File: src/rtl/bf_pkg.sv
// ============================================================================
// Module      : bf_pkg
// Description : Shared state encoding and helpers for the Bellman-Ford
//               iteration controller.
// Revision    : 1.0 - initial release
// ============================================================================
`default_nettype none

package bf_pkg;

  localparam int DEFAULT_NUM_NODES = 8;

  typedef enum logic [2:0] {
    ST_IDLE   = 3'd0,
    ST_INIT   = 3'd1,
    ST_WAIT   = 3'd2,
    ST_PROC   = 3'd3,
    ST_COMMIT = 3'd4,
    ST_DONE   = 3'd5
  } bf_state_e;

  function automatic int clog2(input int value);
    int result;
    result = 0;
    for (int i = 0; i < 31; i++) begin
      if ((1 << i) < value) result = i + 1;
    end
    return result;
  endfunction

endpackage

`default_nettype wire

File: src/rtl/bf_phase_counter.sv
// ============================================================================
// Module      : bf_phase_counter
// Description : Loadable down-counter timing the INIT and WAIT dwell phases.
// Revision    : 1.0 - initial release
// ============================================================================
`default_nettype none

module bf_phase_counter #(
  parameter int WIDTH = 2
) (
  input  logic             clk,
  input  logic             rst_global_n,
  input  logic             i_load,
  input  logic [WIDTH-1:0] i_load_value,
  input  logic             i_enable,
  output logic             o_zero
);

  logic [WIDTH-1:0] r_count;

  always_ff @(posedge clk) begin
    if (!rst_global_n) begin
      r_count <= '0;
    end else if (i_load) begin
      r_count <= i_load_value;
    end else if (i_enable && (r_count != '0)) begin
      r_count <= r_count - 1'b1;
    end
  end

  assign o_zero = (r_count == '0);

endmodule

`default_nettype wire

File: src/rtl/bf_iter_controller.sv
// ============================================================================
// Module      : bf_iter_controller
// Description : Sequences bounded Bellman-Ford relaxation passes with early
//               convergence exit and a final no-write negative-cycle check.
// Revision    : 1.0 - initial release
// ============================================================================
`default_nettype none

module bf_iter_controller
  import bf_pkg::*;
#(
  parameter int NUM_NODES   = DEFAULT_NUM_NODES,
  parameter int INIT_CYCLES = 1,
  parameter int WAIT_CYCLES = 1,
  parameter int ITER_W      = clog2(NUM_NODES) + 1
) (
  input  logic              clk,
  input  logic              rst_global_n,
  input  logic              start,
  input  logic              abort,
  input  logic              iteration_done,
  input  logic              relax_changed,
  output logic              read_enable,
  output logic              write_enable,
  output logic              busy,
  output logic              done,
  output logic              converged,
  output logic              neg_cycle,
  output logic [ITER_W-1:0] iter_count
);

  localparam int c_dwell_max = (INIT_CYCLES > WAIT_CYCLES) ? INIT_CYCLES : WAIT_CYCLES;
  localparam int c_cnt_w     = clog2(c_dwell_max) + 1;

  localparam logic [ITER_W-1:0]  c_max_iter  = ITER_W'(NUM_NODES - 1);
  localparam logic [c_cnt_w-1:0] c_init_load = c_cnt_w'(INIT_CYCLES - 1);
  localparam logic [c_cnt_w-1:0] c_wait_load = c_cnt_w'(WAIT_CYCLES - 1);

  bf_state_e          r_state;
  bf_state_e          w_state_next;
  logic               r_changed;
  logic               r_check;
  logic               r_converged;
  logic               r_neg_cycle;
  logic [ITER_W-1:0]  r_iter;
  logic [ITER_W-1:0]  w_iter_inc;
  logic               w_changed_upd;
  logic               w_start_accept;
  logic               w_abort;
  logic               w_done_conv;
  logic               w_done_neg;
  logic               w_cnt_load;
  logic [c_cnt_w-1:0] w_cnt_value;
  logic               w_cnt_enable;
  logic               w_cnt_zero;

  assign w_changed_upd  = r_changed | relax_changed;
  assign w_start_accept = (r_state == ST_IDLE) && start && !abort;
  assign w_abort        = abort && (r_state != ST_IDLE);
  assign w_iter_inc     = r_iter + 1'b1;
  assign w_cnt_enable   = (r_state == ST_INIT) || (r_state == ST_WAIT);

  bf_phase_counter #(
    .WIDTH (c_cnt_w)
  ) u_phase_counter (
    .clk          (clk),
    .rst_global_n (rst_global_n),
    .i_load       (w_cnt_load),
    .i_load_value (w_cnt_value),
    .i_enable     (w_cnt_enable),
    .o_zero       (w_cnt_zero)
  );

  always_ff @(posedge clk) begin
    if (!rst_global_n) begin
      r_state <= ST_IDLE;
    end else begin
      r_state <= w_state_next;
    end
  end

  always_comb begin
    w_state_next = r_state;
    w_cnt_load   = 1'b0;
    w_cnt_value  = '0;
    w_done_conv  = 1'b0;
    w_done_neg   = 1'b0;
    read_enable  = 1'b0;
    write_enable = 1'b0;
    busy         = (r_state != ST_IDLE);
    done         = 1'b0;

    case (r_state)
      ST_IDLE: begin
        if (w_start_accept) begin
          w_state_next = ST_INIT;
          w_cnt_load   = 1'b1;
          w_cnt_value  = c_init_load;
        end
      end
      ST_INIT: begin
        read_enable = 1'b1;
        if (w_cnt_zero) begin
          w_state_next = ST_WAIT;
          w_cnt_load   = 1'b1;
          w_cnt_value  = c_wait_load;
        end
      end
      ST_WAIT: begin
        if (w_cnt_zero) w_state_next = ST_PROC;
      end
      ST_PROC: begin
        // Decision uses the flag including this cycle's relax_changed.
        if (iteration_done) begin
          if (!r_check && w_changed_upd) begin
            w_state_next = ST_COMMIT;
          end else begin
            w_state_next = ST_DONE;
            w_done_neg   = r_check && w_changed_upd;
            w_done_conv  = !w_changed_upd;
          end
        end
      end
      ST_COMMIT: begin
        read_enable  = 1'b1;
        write_enable = !r_check;
        w_state_next = ST_WAIT;
        w_cnt_load   = 1'b1;
        w_cnt_value  = c_wait_load;
      end
      ST_DONE: begin
        done         = 1'b1;
        w_state_next = ST_IDLE;
      end
      default: begin
        w_state_next = ST_IDLE;
        busy         = 1'b0;
      end
    endcase

    if (w_abort) begin
      w_state_next = ST_IDLE;
      w_done_conv  = 1'b0;
      w_done_neg   = 1'b0;
    end
  end

  always_ff @(posedge clk) begin
    if (!rst_global_n) begin
      r_changed   <= 1'b0;
      r_check     <= 1'b0;
      r_converged <= 1'b0;
      r_neg_cycle <= 1'b0;
      r_iter      <= '0;
    end else begin
      // Outside PROC the flag is held clear, so every WAIT entry starts fresh.
      r_changed <= (r_state == ST_PROC) && w_changed_upd;
      if (w_abort) begin
        r_converged <= 1'b0;
        r_neg_cycle <= 1'b0;
      end else begin
        if (w_start_accept) begin
          r_iter      <= '0;
          r_converged <= 1'b0;
          r_neg_cycle <= 1'b0;
          r_check     <= 1'b0;
        end
        if (w_done_conv) r_converged <= 1'b1;
        if (w_done_neg)  r_neg_cycle <= 1'b1;
        if (r_state == ST_COMMIT) begin
          r_iter <= w_iter_inc;
          if (w_iter_inc == c_max_iter) r_check <= 1'b1;
        end
      end
    end
  end

  assign converged  = r_converged;
  assign neg_cycle  = r_neg_cycle;
  assign iter_count = r_iter;

endmodule

`default_nettype wire

File: config.mk
export PLATFORM = sky130hd
export DESIGN_NAME = bf_iter_controller
export DESIGN_NICKNAME = d
export VERILOG_FILES = /design/src/rtl/bf_pkg.sv /design/src/rtl/bf_phase_counter.sv /design/src/rtl/bf_iter_controller.sv
export SDC_FILE = /design/constraint.sdc
export NUM_CORES = 1
export LEC_CHECK = 0
export ABC_AREA = 0
export BUFFER_PORTS_ARGS = -buffer_cell sky130_fd_sc_hd__buf_4
export CAP_MARGIN = 40
export CORE_AREA = 4 4 41 43
export DETAILED_ROUTE_END_ITERATION = 8
export DIE_AREA = 0 0 45 47
export GPL_TIMING_DRIVEN = 0
export PLACE_DENSITY = 0.77
export REMOVE_ABC_BUFFERS = 1
export SYNTH_ARGS = -nofsm -noshare
export SYNTH_HDL_FRONTEND = slang
export SYNTH_SLANG_ARGS = --single-unit
File: constraint.sdc
create_clock -name clk -period 1.87 [get_ports clk]
set_input_delay 0.0935 -clock clk [delete_from_list [all_inputs] [get_ports clk]]
set_output_delay 0.0935 -clock clk [all_outputs]
set_load 0.02 [all_outputs]
==> qor.csv <==
stage,metric,value,unit
clocking,H-tree depth,1,
timing,unrepaired setup endpoints after global routing,no,
yosys,"FF+latch count, synth",12,
clocking,clock root cell,clkbuf_4,
floorplan,Die H,47,microns
drt,DRC viols,0,
clocking,clock-pin slew on the worst setup and hold paths,0.08,ns
power_and_ir_drop,Clock Power Share,0.243,
critical_path,CP required,2.00,ns
drt,drt first pass iters,2,
critical_path,Worst path max stage delay,0.73,ns
power_and_ir_drop,total power,0.836,mW
yosys,post-synthesis sequential area ratio,0.354,
critical_path,cells along the critical path,nor3_1 -> o21ai_0 -> a21oi_1,
drt,ANT nets after route,0,
timing,slew margin rel.,0.581,
layout,Final #Nets,102,
yosys,number of flops mapped to enable cells by yosys,0,
global_route,first-pass GRT wire length,2.22,mm
yosys,Post-synth ARST share,0,
timing,Max Clk Rate,631,MHz
timing,Worst Skew,0.00139,ns
yosys,synth cell count leaders,"12 x dfxtp_1, 8 x o21ai_0, 5 x a21oi_1, 5 x nand2_1, 5 x nor2_1",
timing,setup violators final,0,
placed_design,GPL Wtd Cong,0.750,
timing,Hold Worst Slack,0.101,ns
global_route,initial antenna violation count,0,
drt,WL final,1.36,mm
drt,initial DRC count,2,
power_and_ir_drop,Internal,0.527,mW
global_route,largest net degree at the start of global routing,19,
yosys,Synth Cell Area,679,sq um
drt,Via-to-Cell Ratio,5.41,
job,Max Cap Violations,0,
status,outcome,completed,
critical_path,Crit-path slowest cell,dfxtp_1,
yosys,distinct cell type count after synthesis,31,
timing,Tcrit/Tclk final,0.848,
timing,Max Slew Vio Count,0,
placed_design,Placed Cells,104,
power_and_ir_drop,combinational share of power,0.321,
critical_path,crit end category,register,
placed_design,dpl hpwl,1.01,mm
floorplan,IO Count,16,
min_path,worst hold stages,3,
timing,worst setup margin,0.284,ns
timing,final setup TNS,0,ns
critical_path,crit path DAT,1.72,ns
yosys,"count leader, synth",dfxtp_1,
clocking,postcts setup bufs,0,
clocking,CTS tree,built,
min_path,hold path start,relax_changed,
critical_path,r2r setup slk,0.28,ns
min_path,Hold EP,r_changed,
timing,minimum clock period,1.59,ns
power_and_ir_drop,pwr/cell area,1020,nW/um^2
floorplan,Placement Rows,13,
power_and_ir_drop,sw frac,0.369,
yosys,synth top area cells,"dfxtp_1 35%, o21ai_0 5.9%, a21oi_1 3.7%",
layout,Layout area overhead,20.3,%
floorplan,Die Wd,45,microns
floorplan,Initial Util,0.522,
clocking,"Hold-fix buffers, CTS",0,
clocking,TritonCTS Buffers,3,
yosys,Post-Syn Area per Cell,8.60,sq um
critical_path,Reg-to-Reg Start,r_state[1],
critical_path,critical path class,reg -> reg,
yosys,Yosys Warn Count,0,
clocking,clk_lat worst skew,0.27,ns
floorplan,die area,2120,sq um
floorplan,core area,1300,sq um
global_route,Congestion Overflow GR,0,
min_path,worst min-delay path class,in -> reg,
timing,Hold Fails Final Rpt,0,
layout,fill count,116,
yosys,Synth Instances,79,
layout,diode count,0,
critical_path,Crit Path Max Fanout,18,
critical_path,Startpoint Class,register,
critical_path,worst r2r path cells,3,
clocking,post-cts sizing count,0,
global_route,vias in the first global route,551,
yosys,top cell type's share of synthesized area,0.354,
layout,layout cells sized above 1,0.226,
clocking,CTS Sinks,12,
placed_design,post-place setup slack,0.324,ns
power_and_ir_drop,Pleak,0.333,nW
yosys,cell taking the most area after synthesis,dfxtp_1,
clocking,CTS Buffer Depth,2,
power_and_ir_drop,sequential share of power,0.435,
placed_design,Port Buf Inserts,15,
global_route,All-Layer GR Usage,0.145,
power_and_ir_drop,"IR drop worst, VDD",700,uV
yosys,Most used DFF post-synth,dfxtp_1,
drt,Avg WL per Cell,12.6,microns
layout,Non-Filler Instances,108,
power_and_ir_drop,switching pwr,0.308,mW
timing,Slew @ Worst Pin,0.627,ns
drt,routed vias,584,
critical_path,RR Endpoint,neg_cycle,
## sequential cells by signal, summed over array words and instances, names as in the netlist
name	cells
r_changed	1
r_check	1
converged	1
iter_count	4
r_state	3
u_phase_counter.r_count	1
neg_cycle	1
## metrics by stage
step | util | area (sq um)
finish | 0.628 | 817
global route | 0.628 | 817
CTS | 0.628 | 817
detailed placement | 0.600 | 781
global placement | 0.600 | 781
floorplan | - | 649
## cells by family after synthesis
kind of cell / share of synthesized area
AND/OR/NAND/NOR: 0.280
buffers and inverters: 0.0608
adder cells (fa/ha/maj): 0.0516
AO/OA/AOI/OAI: 0.203
flip-flops: 0.354
XOR/XNOR: 0.0516
## how the worst max path moves through the flow
stage / slack [ns] / to / startpoint
after floorplan: 0.50 / write_enable / r_state[2]
after global placement: 0.36 / neg_cycle / r_state[1]
after detailed placement: 0.32 / converged / r_state[1]
after CTS: 0.30 / busy / r_state[1]
after global routing: 0.17 / busy / r_state[1]
final: 0.28 / neg_cycle / r_state[1]
## final cells by class
type / instances / area, sq um / share of cell area
Clock buffer: 4 / 36.3 / 0.0444
Inverter: 3 / 11.3 / 0.0138
Multi-Input combinational cell: 59 / 398 / 0.487
Sequential cell: 12 / 240 / 0.294
Tap cell: 15 / 18.8 / 0.0230
Timing Repair Buffer: 15 / 113 / 0.138
## per-layer routing
layer	part of all wire	routed length, microns	GRT usage	vias up
met5	0	0	0	-
met4	0.0066	9	0.0877	0
met3	0.041	56	0.0230	2
met2	0.50	683	0.254	10
met1	0.45	609	0.166	259
li1	-	-	-	313
## power groups by stage
stage	sequential [mW]	clock [mW]	combinational [mW]
CTS	0.362	0.209	0.272
global placement	0.366	0	0.266
detailed placement	0.367	0	0.270
finish	0.364	0.203	0.269
global route	0.375	0.220	0.299
floorplan	0.348	0	0.192
## worst max-delay path, delay by kind of cell (launching register included)
kind / cells / cell delay, ns
AO/OA/AOI/OAI: 2 / 0.55
AND/OR/NAND/NOR: 1 / 0.18
flip-flops: 1 / 0.73
## layout by cell type, fill, tap and decap left out, types with 2 or more instances in the layout
master	n
o211ai_1	2
a21boi_0	3
nand2_1	5
ha_1	2
o21ai_0	8
nor2b_1	3
buf_4	15
nor3b_1	3
dfxtp_1	12
xor2_1	2
xnor2_1	2
nand2b_1	3
clkbuf_4	3
inv_1	3
a21oi_1	5
nor2_1	5
nor3_1	2
nand4_1	2
(Power assumes the default switching activity.)
